<file path="src/rtl/mc14500_pkg.sv">
// Shared constants for the MC14500B output-latch controller.
// State encodings, latch geometry and a mask helper.
package mc14500_pkg;

  localparam int LATCH_AW = 3;
  localparam int LATCH_W  = 8;

  localparam logic [2:0] S_IDLE   = 3'd0;
  localparam logic [2:0] S_SETUP  = 3'd1;
  localparam logic [2:0] S_STROBE = 3'd2;
  localparam logic [2:0] S_HOLD   = 3'd3;
  localparam logic [2:0] S_EMPTY  = 3'd4;

  // Bits strictly above idx; idx = 7 yields an empty mask.
  function automatic logic [LATCH_W-1:0] above_mask(
    input logic [LATCH_AW-1:0] idx
  );
    logic [LATCH_W-1:0] m;
    m = 8'hFE << idx;
    return m;
  endfunction

endpackage

</file>
<file path="src/rtl/mc14500_lsb_find.sv">
// Lowest-set-bit finder over an 8-bit mask.
// Returns the index of the lowest set bit and a valid flag.
module mc14500_lsb_find
  import mc14500_pkg::*;
(
  input  logic [LATCH_W-1:0]  mask_i,
  output logic [LATCH_AW-1:0] idx_o,
  output logic                vld_o
);

  always_comb begin
    idx_o = '0;
    vld_o = |mask_i;
    for (int i = LATCH_W - 1; i >= 0; i--) begin
      if (mask_i[i]) idx_o = LATCH_AW'(i);
    end
  end

endmodule

</file>
<file path="src/rtl/mc14500_latch_ctrl.sv">
// MC14500B output-latch write sequencer/arbiter with shadow readback.
// MC14500_LATCH_CTRL_RR_EN selects round-robin over fixed r0 priority.
module mc14500_latch_ctrl
  import mc14500_pkg::*;
(
  input  logic                clk,
  input  logic                rst,
  input  logic                r0_req,
  input  logic [LATCH_AW-1:0] r0_addr,
  input  logic                r0_dat,
  output logic                r0_ack,
  input  logic                r1_req,
  input  logic [LATCH_W-1:0]  r1_byte,
  input  logic [LATCH_W-1:0]  r1_mask,
  output logic                r1_ack,
  output logic [LATCH_AW-1:0] l_a,
  output logic                l_dat,
  output logic                l_stb,
  output logic [LATCH_W-1:0]  q_shadow,
  output logic                busy
);

  logic [2:0]          state_q, state_d;
  logic [LATCH_AW-1:0] idx_q, idx_d;
  logic                dat_q, dat_d;
  logic                who_q, who_d;
  logic [LATCH_W-1:0]  byte_q, byte_d;
  logic [LATCH_W-1:0]  mask_q, mask_d;
  logic [LATCH_W-1:0]  shadow_q, shadow_d;

  logic [LATCH_W-1:0]  find_mask;
  logic [LATCH_AW-1:0] find_idx;
  logic                find_vld;
  logic                gnt0, gnt1;

  // IDLE searches the incoming mask; HOLD searches above the current bit.
  assign find_mask = (state_q == S_IDLE) ? r1_mask
                   : (mask_q & above_mask(idx_q));

  mc14500_lsb_find u_find (
    .mask_i (find_mask),
    .idx_o  (find_idx),
    .vld_o  (find_vld)
  );

`ifdef MC14500_LATCH_CTRL_RR_EN
  logic pri_q, pri_d;

  assign gnt1 = r1_req & (~r0_req | pri_q);

  always_comb begin
    pri_d = pri_q;
    if (state_q == S_IDLE && (gnt0 || gnt1)) pri_d = gnt0;
  end

  always_ff @(posedge clk or negedge rst) begin
    if (!rst) pri_q <= 1'b0;
    else      pri_q <= pri_d;
  end
`else
  assign gnt1 = r1_req & ~r0_req;
`endif

  assign gnt0 = r0_req & ~gnt1;

  always_comb begin
    state_d  = state_q;
    idx_d    = idx_q;
    dat_d    = dat_q;
    who_d    = who_q;
    byte_d   = byte_q;
    mask_d   = mask_q;
    shadow_d = shadow_q;
    unique case (state_q)
      S_IDLE: begin
        if (gnt0) begin
          idx_d   = r0_addr;
          dat_d   = r0_dat;
          who_d   = 1'b0;
          mask_d  = '0;
          state_d = S_SETUP;
        end else if (gnt1) begin
          who_d  = 1'b1;
          byte_d = r1_byte;
          mask_d = r1_mask;
          if (find_vld) begin
            idx_d   = find_idx;
            dat_d   = r1_byte[find_idx];
            state_d = S_SETUP;
          end else begin
            state_d = S_EMPTY;
          end
        end
      end
      S_SETUP:  state_d = S_STROBE;
      S_STROBE: begin
        shadow_d[idx_q] = dat_q;
        state_d         = S_HOLD;
      end
      S_HOLD: begin
        if (find_vld) begin
          idx_d   = find_idx;
          dat_d   = byte_q[find_idx];
          state_d = S_SETUP;
        end else begin
          state_d = S_IDLE;
        end
      end
      S_EMPTY:  state_d = S_IDLE;
      default:  state_d = S_IDLE;
    endcase
  end

  always_ff @(posedge clk or negedge rst) begin
    if (!rst) begin
      state_q  <= S_IDLE;
      idx_q    <= '0;
      dat_q    <= 1'b0;
      who_q    <= 1'b0;
      byte_q   <= '0;
      mask_q   <= '0;
      shadow_q <= '0;
    end else begin
      state_q  <= state_d;
      idx_q    <= idx_d;
      dat_q    <= dat_d;
      who_q    <= who_d;
      byte_q   <= byte_d;
      mask_q   <= mask_d;
      shadow_q <= shadow_d;
    end
  end

  assign l_a      = idx_q;
  assign l_dat    = dat_q;
  assign l_stb    = (state_q == S_STROBE);
  assign busy     = (state_q != S_IDLE);
  assign q_shadow = shadow_q;
  assign r0_ack   = (state_q == S_HOLD) & ~who_q & ~find_vld;
  assign r1_ack   = ((state_q == S_HOLD) & who_q & ~find_vld)
                  | (state_q == S_EMPTY);

endmodule

</file>
<file path="config.mk">
export PLATFORM = sky130hd
export DESIGN_NAME = mc14500_latch_ctrl
export DESIGN_NICKNAME = d
export VERILOG_FILES = /design/src/rtl/mc14500_pkg.sv /design/src/rtl/mc14500_lsb_find.sv /design/src/rtl/mc14500_latch_ctrl.sv
export SDC_FILE = /design/constraint.sdc
export NUM_CORES = 1
export LEC_CHECK = 0
export BUFFER_PORTS_ARGS = -buffer_cell sky130_fd_sc_hd__buf_2
export CELL_PAD_IN_SITES_DETAIL_PLACEMENT = 1
export CELL_PAD_IN_SITES_GLOBAL_PLACEMENT = 2
export CORE_UTILIZATION = 35
export CTS_CLUSTER_DIAMETER = 100
export DETAILED_ROUTE_END_ITERATION = 10
export GPL_TIMING_DRIVEN = 1
export PLACE_DENSITY = 0.84
export SLEW_MARGIN = 20
export SYNTH_ARGS = -nofsm -noshare
export SYNTH_HDL_FRONTEND = slang
export SYNTH_SLANG_ARGS = --single-unit
</file>
<file path="constraint.sdc">
create_clock -name clk -period 5.05 [get_ports clk]
set_input_delay 0.2525 -clock clk [delete_from_list [all_inputs] [get_ports clk]]
set_output_delay 0.2525 -clock clk [all_outputs]
set_load 0.01 [all_outputs]
</file>
==> results of run 1 <==
area by class of cell:
class | count | area, sq um
clock buffers | 8 | 100
multi-input cells | 144 | 968
flip-flops and latches | 31 | 776
fillers | 591 | 2700
inverters | 6 | 22.5
well taps | 67 | 83.8
repair buffers | 39 | 195
cells by family (layout without fill, tap and decap cells):
kind of cell | Yosys count | in the layout | synth area share, %
AND/OR/NAND/NOR | 69 | 69 | 19.2
AO/OA/AOI/OAI | 57 | 57 | 22.9
multiplexers | 17 | 17 | 11.0
buffers and inverters | 12 | 53 | 3.33
flip-flops | 31 | 31 | 43.1
XOR/XNOR | 1 | 1 | 0.486
routing by layer:
layer | share of wire (%) | routed length (um)
met3 | 3.9 | 180
met5 | 0 | 0
met1 | 47 | 2180
met4 | 0.95 | 44
met2 | 48 | 2210
cells in the mapped netlist, types with 4 or more instances:
master and n:
a22o_1 9, dfrtp_1 31, o21ai_0 14, nor3_1 6, mux2_2 10, inv_1 6, nor2_1 13, a21o_1 4
nand3_1 6, nand2_1 25, mux2i_1 6, clkbuf_1 4, nand2b_1 4, a21oi_1 11
critical path: stages (launching register included):
cell and delay (ps):
dfrtp_1 480, or4_4 570, o21bai_1 190, a21o_1 180, a32oi_4 310, mux4_1 600, nand2_1 90, a21o_1 100
a32oi_1 80
registers in the layout, indices dropped and copies added (netlist names):
name      count
byte_q        8
q_shadow      8
mask_q        7
l_a           3
state_q       3
l_dat         1
who_q         1
per-stage QoR:
step	power, mW	instances	setup slack (ps)
3_3_place_gp	1.28	287	2370
4_1_cts	1.53	295	2280
6_report	1.51	295	2280
5_1_grt	1.64	295	2130
3_5_place_dp	1.30	287	2290
2_1_floorplan	1.08	187	2500
path summary, 6_finish.rpt:
path / start / endpoint / slack, ps / cells past startpoint
max reg2reg: state_q[0] / l_dat / 2280 / 8
min: rst / q_shadow[4] / 20 / 1
min in group clk: r1_byte[0] / byte_q[0] / 220 / 2
max: state_q[0] / l_dat / 2280 / 8
min reg2reg: q_shadow[4] / q_shadow[4] / 470 / 2
max in group asynchronous: rst / state_q[1] / 4570 / 1
report_power, final:
part           switching (mW)  internal [mW]  leakage, nW
clock network          0.0911          0.124       0.0515
logic                   0.438          0.376        0.568
registers               0.115          0.363        0.388
total                   0.643          0.864         1.01
==> impl_metrics.yaml, run 1 <==
detailed_routing:
  drtAntennaViolNets: 0
  via_per_inst: 5.20
  drc: 0
  drt_pass1_iterations: 4
  wl_um: 4610
  num_vias: 1533
  wl_per_cell_um: 15.6
  drt_iter0_drc: 64
timing:
  rsz0062_at_grt: "false"
  tns_ps: 0
  max-slew-margin-rel_pct: 52.5
  hold_slack_ps: 23.8
  setup-violations-final: 0
  max_freq_ghz: 0.362
  finalCritPeriodShare_pct: 54.8
  final.setup_skew_ps: 5.90
  slew_violations: 0
  fin_crit_ps: 2770
  final_hold_viol_count: 0
  tightest_slew_ps: 713
pwr:
  powerDensity_nw_per_um2: 702
  leakage_nw: 1.01
  ir_drop_v: 0.000303
min_path:
  worstHoldPathType: "input pin to asynchronous set/reset pin"
logic_synthesis:
  synth_area_sq_um: 1800
  synth_top_area_share_pct: 43.1
  synthesis.nets: 211
  dominantRegCellSynth: "dfrtp_1"
  syn_inst: 187
  yosysSeqAreaShare_pct: 43.1
  synth-edff-count: 0
  synth_area_per_cell_sq_um: 9.63
  yosys-top-cells-area: "dfrtp_1 (43%), mux2_2 (6.3%), nand2_1 (5.2%), a22o_1 (4.4%), o21ai_0 (3.9%)"
  synth_cell_types: 46
  async_reset_ff_share_pct: 100
  synth-seq-cells: 31
  ys_warn_count: 0
  synth_area_leader_cell: "dfrtp_1"
floorplanning:
  ioPinCount: 40
  start_util_pct: 37.2
  dieArea_sq_um: 5440
  num_rows: 25
  core_area_sq_um: 4850
  chipWidth_um: 73.8
  fp.dieH_um: 73.8
global_routing:
  grt_max_degree: 32
  grt_pass1_wl_um: 7820
  antenna_found_initial: 0
  gr-usage-met2_pct: 32.3
  grt_use_met3_pct: 4.94
  gr-total-overflow: 0
  grt_pass1_vias: 1572
  top_usage_layer: "met2"
  use_met1_pct: 23.7
  track_usage_pct: 19.0
clock_tree:
  cts_resized: 0
  cts_tree: "built"
  clk_latency_ps: 280
  clkSinkCount: 31
  cts.reportedPaths.clkPinSlew_ps: 70
  post-cts-setup-buffers: 0
  numCtsBuffers: 5
  clockBufferDepth: 2
  htreeDepth: 2
  cts_root_buf: "clkbuf_8"
  cts_hold_buf: 0
job:
  cap_violations: 0
placed_design:
  io_buffers: 39
  routabilityCongestion: 0.807
  placed_area_sq_um: 2040
  hpwl_um: 3580
critical_path:
  worstPathArrival_ps: 2900
  required_ps: 5180
  cp_max_fo: 9
  worst_setup_path_start_kind: "register"
  crit_type: "register to register"
  crit_path_end_kind: "register"
layout:
  final_common_cell: "buf_2"
  post-route-util_pct: 44.3
  mostFrequentLayoutCells: "buf_2 (39), dfrtp_1 (31), nand2_1 (25)"
  antenna_cells: 0
  drive_above_1_share_pct: 30.7
  nets: 251
  design_area_sq_um: 2150
  syn_to_final_growth_pct: 19.1
status:
  status: "complete, no violations"
(Power assumes the default switching activity.)
==> run 2: changes to the inputs <==
CORE_UTILIZATION = 29   (was 35)
PLACE_DENSITY = 0.75   (was 0.84)
clock period = 2.3 ns   (was 5.05 ns; I/O delays follow)
==> run 2 against run 1 <==
  * Register-to-register slack got worse by 2400 ps
  * Highest routed layer unchanged
  * Final cell count grew 13%
  * Clock skew is 1.3 ps lower
  * Wire length increased by 9.8%
  * Combinational power rose to 2.9 times the previous value
  * Sequential power up 110%
  * The run now ends with negative setup slack left
==> impl_metrics.yaml, run 2 (same netlist as run 1, synthesis figures left out) <==
critical_path:
  critical_path_buf_inv_count: 0
  worst_setup_path_start_kind: "register"
  worstPathArrival_ps: 2570
  cpPeakStageDelay_ps: 530
  crit_top_cell: "a21o_1"
  cp_max_fo: 4
  cp_cell_sequence: "or4_4 > o21bai_4 > a21o_1 > a32oi_4 > mux4_2 > nand2_1 > a21o_1 > a32oi_1"
  cpMaxStageDelayCell: "or4_4"
  crit_type: "register to register"
  crit_family: "compound AO/OA/AOI/OAI gates"
  crit_path_end_kind: "register"
  required_ps: 2440
min_path:
  worstHoldPathType: "input pin to register"
timing:
  rsz0062_at_grt: "true"
  fin_crit_ps: 2430
  setup-violations-final: 1
  max_freq_ghz: 0.412
  final.setup_skew_ps: 4.64
  final_hold_viol_count: 0
  tightest_slew_ps: 723
  max-slew-margin-rel_pct: 51.8
  hold_slack_ps: 77.0
  slew_violations: 0
  finalCritPeriodShare_pct: 105
  setup_ws_ps: -126
layout:
  multi_input_area_sq_um: 992
  seq_area_sq_um: 778
  syn_to_final_growth_pct: 33.7
  post-route-util_pct: 40.5
  mostFrequentLayoutCells: "buf_2 (39), dfrtp_1 (29), buf_4 (29)"
  n_fill_cell: 718
  antenna_cells: 0
  final_common_cell: "buf_2"
  nets: 281
  drive_above_1_share_pct: 40.3
detailed_routing:
  drt_iter0_drc: 37
  drtAntennaViolNets: 0
  drc: 0
  wl_per_cell_um: 15.2
  via_per_inst: 5.08
  wl_um: 5060
  drt_pass1_iterations: 4
  num_vias: 1690
floorplanning:
  dieArea_sq_um: 6530
  core_area_sq_um: 5960
  ioPinCount: 40
  chipWidth_um: 80.8
  num_rows: 28
  start_util_pct: 30.3
  fp.dieH_um: 80.8
global_routing:
  grt_pass1_vias: 1651
  grt_max_degree: 32
  track_usage_pct: 16.4
  antenna_found_initial: 0
  gr-total-overflow: 0
  grt_pass1_wl_um: 8090
pwr:
  ir_drop_v: 0.000573
  p_int_mw: 2.30
  leakage_nw: 1.15
  clkPwrFrac_pct: 12.2
  powerDensity_nw_per_um2: 1600
  swShare_pct: 40.2
  comb_power_share_pct: 61.9
  power_frac_seq_pct: 25.9
  p_switching_mw: 1.54
placed_design:
  hpwl_um: 4000
  io_buffers: 39
  routabilityCongestion: 0.805
  place_ws_ps: -148
clock_tree:
  cts_tree: "built"
  numCtsBuffers: 5
  clockBufferDepth: 2
  cts.reportedPaths.clkPinSlew_ps: 60
  clk_latency_ps: 280
  clkSinkCount: 31
  cts_root_buf: "clkbuf_8"
  htreeDepth: 2
job:
  cap_violations: 0
status:
  violations: "negative setup slack"
  status: "finished, violations left"
==> run 2: worst register-to-register path, cell delays in order, from the launching register on <==
cell and delay (ps):
dfrtp_1 370, or4_4 530, o21bai_4 190, a21o_1 180, a32oi_4 230, mux4_2 530
nand2_1 70, a21o_1 110, a32oi_1 80
==> run 2: through the flow <==
| step | total power [mW] | instance area (sq um) | setup TNS [ps] | instances |
|---|---|---|---|---|
| 2_1_floorplan | 2.37 | 1800 | -147 | 187 |
| 3_3_place_gp | 3.22 | 2240 | -92.1 | 320 |
| 3_5_place_dp | 3.27 | 2240 | -148 | 320 |
| 4_1_cts | 3.80 | 2370 | -203 | 330 |
| 5_1_grt | 4.16 | 2410 | -483 | 333 |
| 6_report | 3.85 | 2410 | -126 | 333 |
==> run 2: worst paths after layout <==
| kind | startpoint | endpoint | slack (ps) | cells after the start |
|---|---|---|---|---|
| setup reg to reg | state_q[1] | l_dat | -130 | 8 |
| min in group asynchronous | rst | q_shadow[4] | 430 | 2 |
| hold reg to reg | q_shadow[3] | q_shadow[3] | 480 | 2 |
| max in group asynchronous | rst | l_a[0] | 1370 | 2 |
| setup / recovery | state_q[1] | l_dat | -130 | 8 |
| hold / removal | r1_byte[6] | byte_q[6] | 80 | 2 |
==> run 2: routing by layer <==
metal  vias up  share of wire [%]  track usage, %
met5         -                  0               0
met1       813                 45            20.3
met4         0               0.95            4.46
met2        44                 50            28.2
met3         6                4.0            3.93
li1        827                  -               -
==> run 2: cell type report <==
class / count / share of cell area, %
multi-input combinational: 144 / 41.2
sequential: 31 / 32.3
timing repair buffer: 69 / 17.5
clock buffer: 8 / 4.15
tap: 75 / 3.89
inverter: 6 / 0.935
==> run 2: repair_timing <==
| action | in CTS | in global routing |
|---|---|---|
| hold buffers | 1 | 0 |
| buffers inserted | 1 | 3 |
| resized for setup | 1 | 7 |
| endpoints found under the setup margin | 2 | 5 |
| pin swaps | 2 | 1 |
| endpoints found under the hold margin | 31 | 0 |
==> run 2: power by group through the flow <==
stage | Sequential [mW] | Combinational (mW) | Clock (mW)
after CTS | 1.00 | 2.31 | 0.486
after global placement | 1.00 | 2.21 | 0
after detailed placement | 1.01 | 2.26 | 0
after global routing | 1.03 | 2.61 | 0.513
after floorplan | 0.981 | 1.39 | 0
final | 0.995 | 2.38 | 0.468
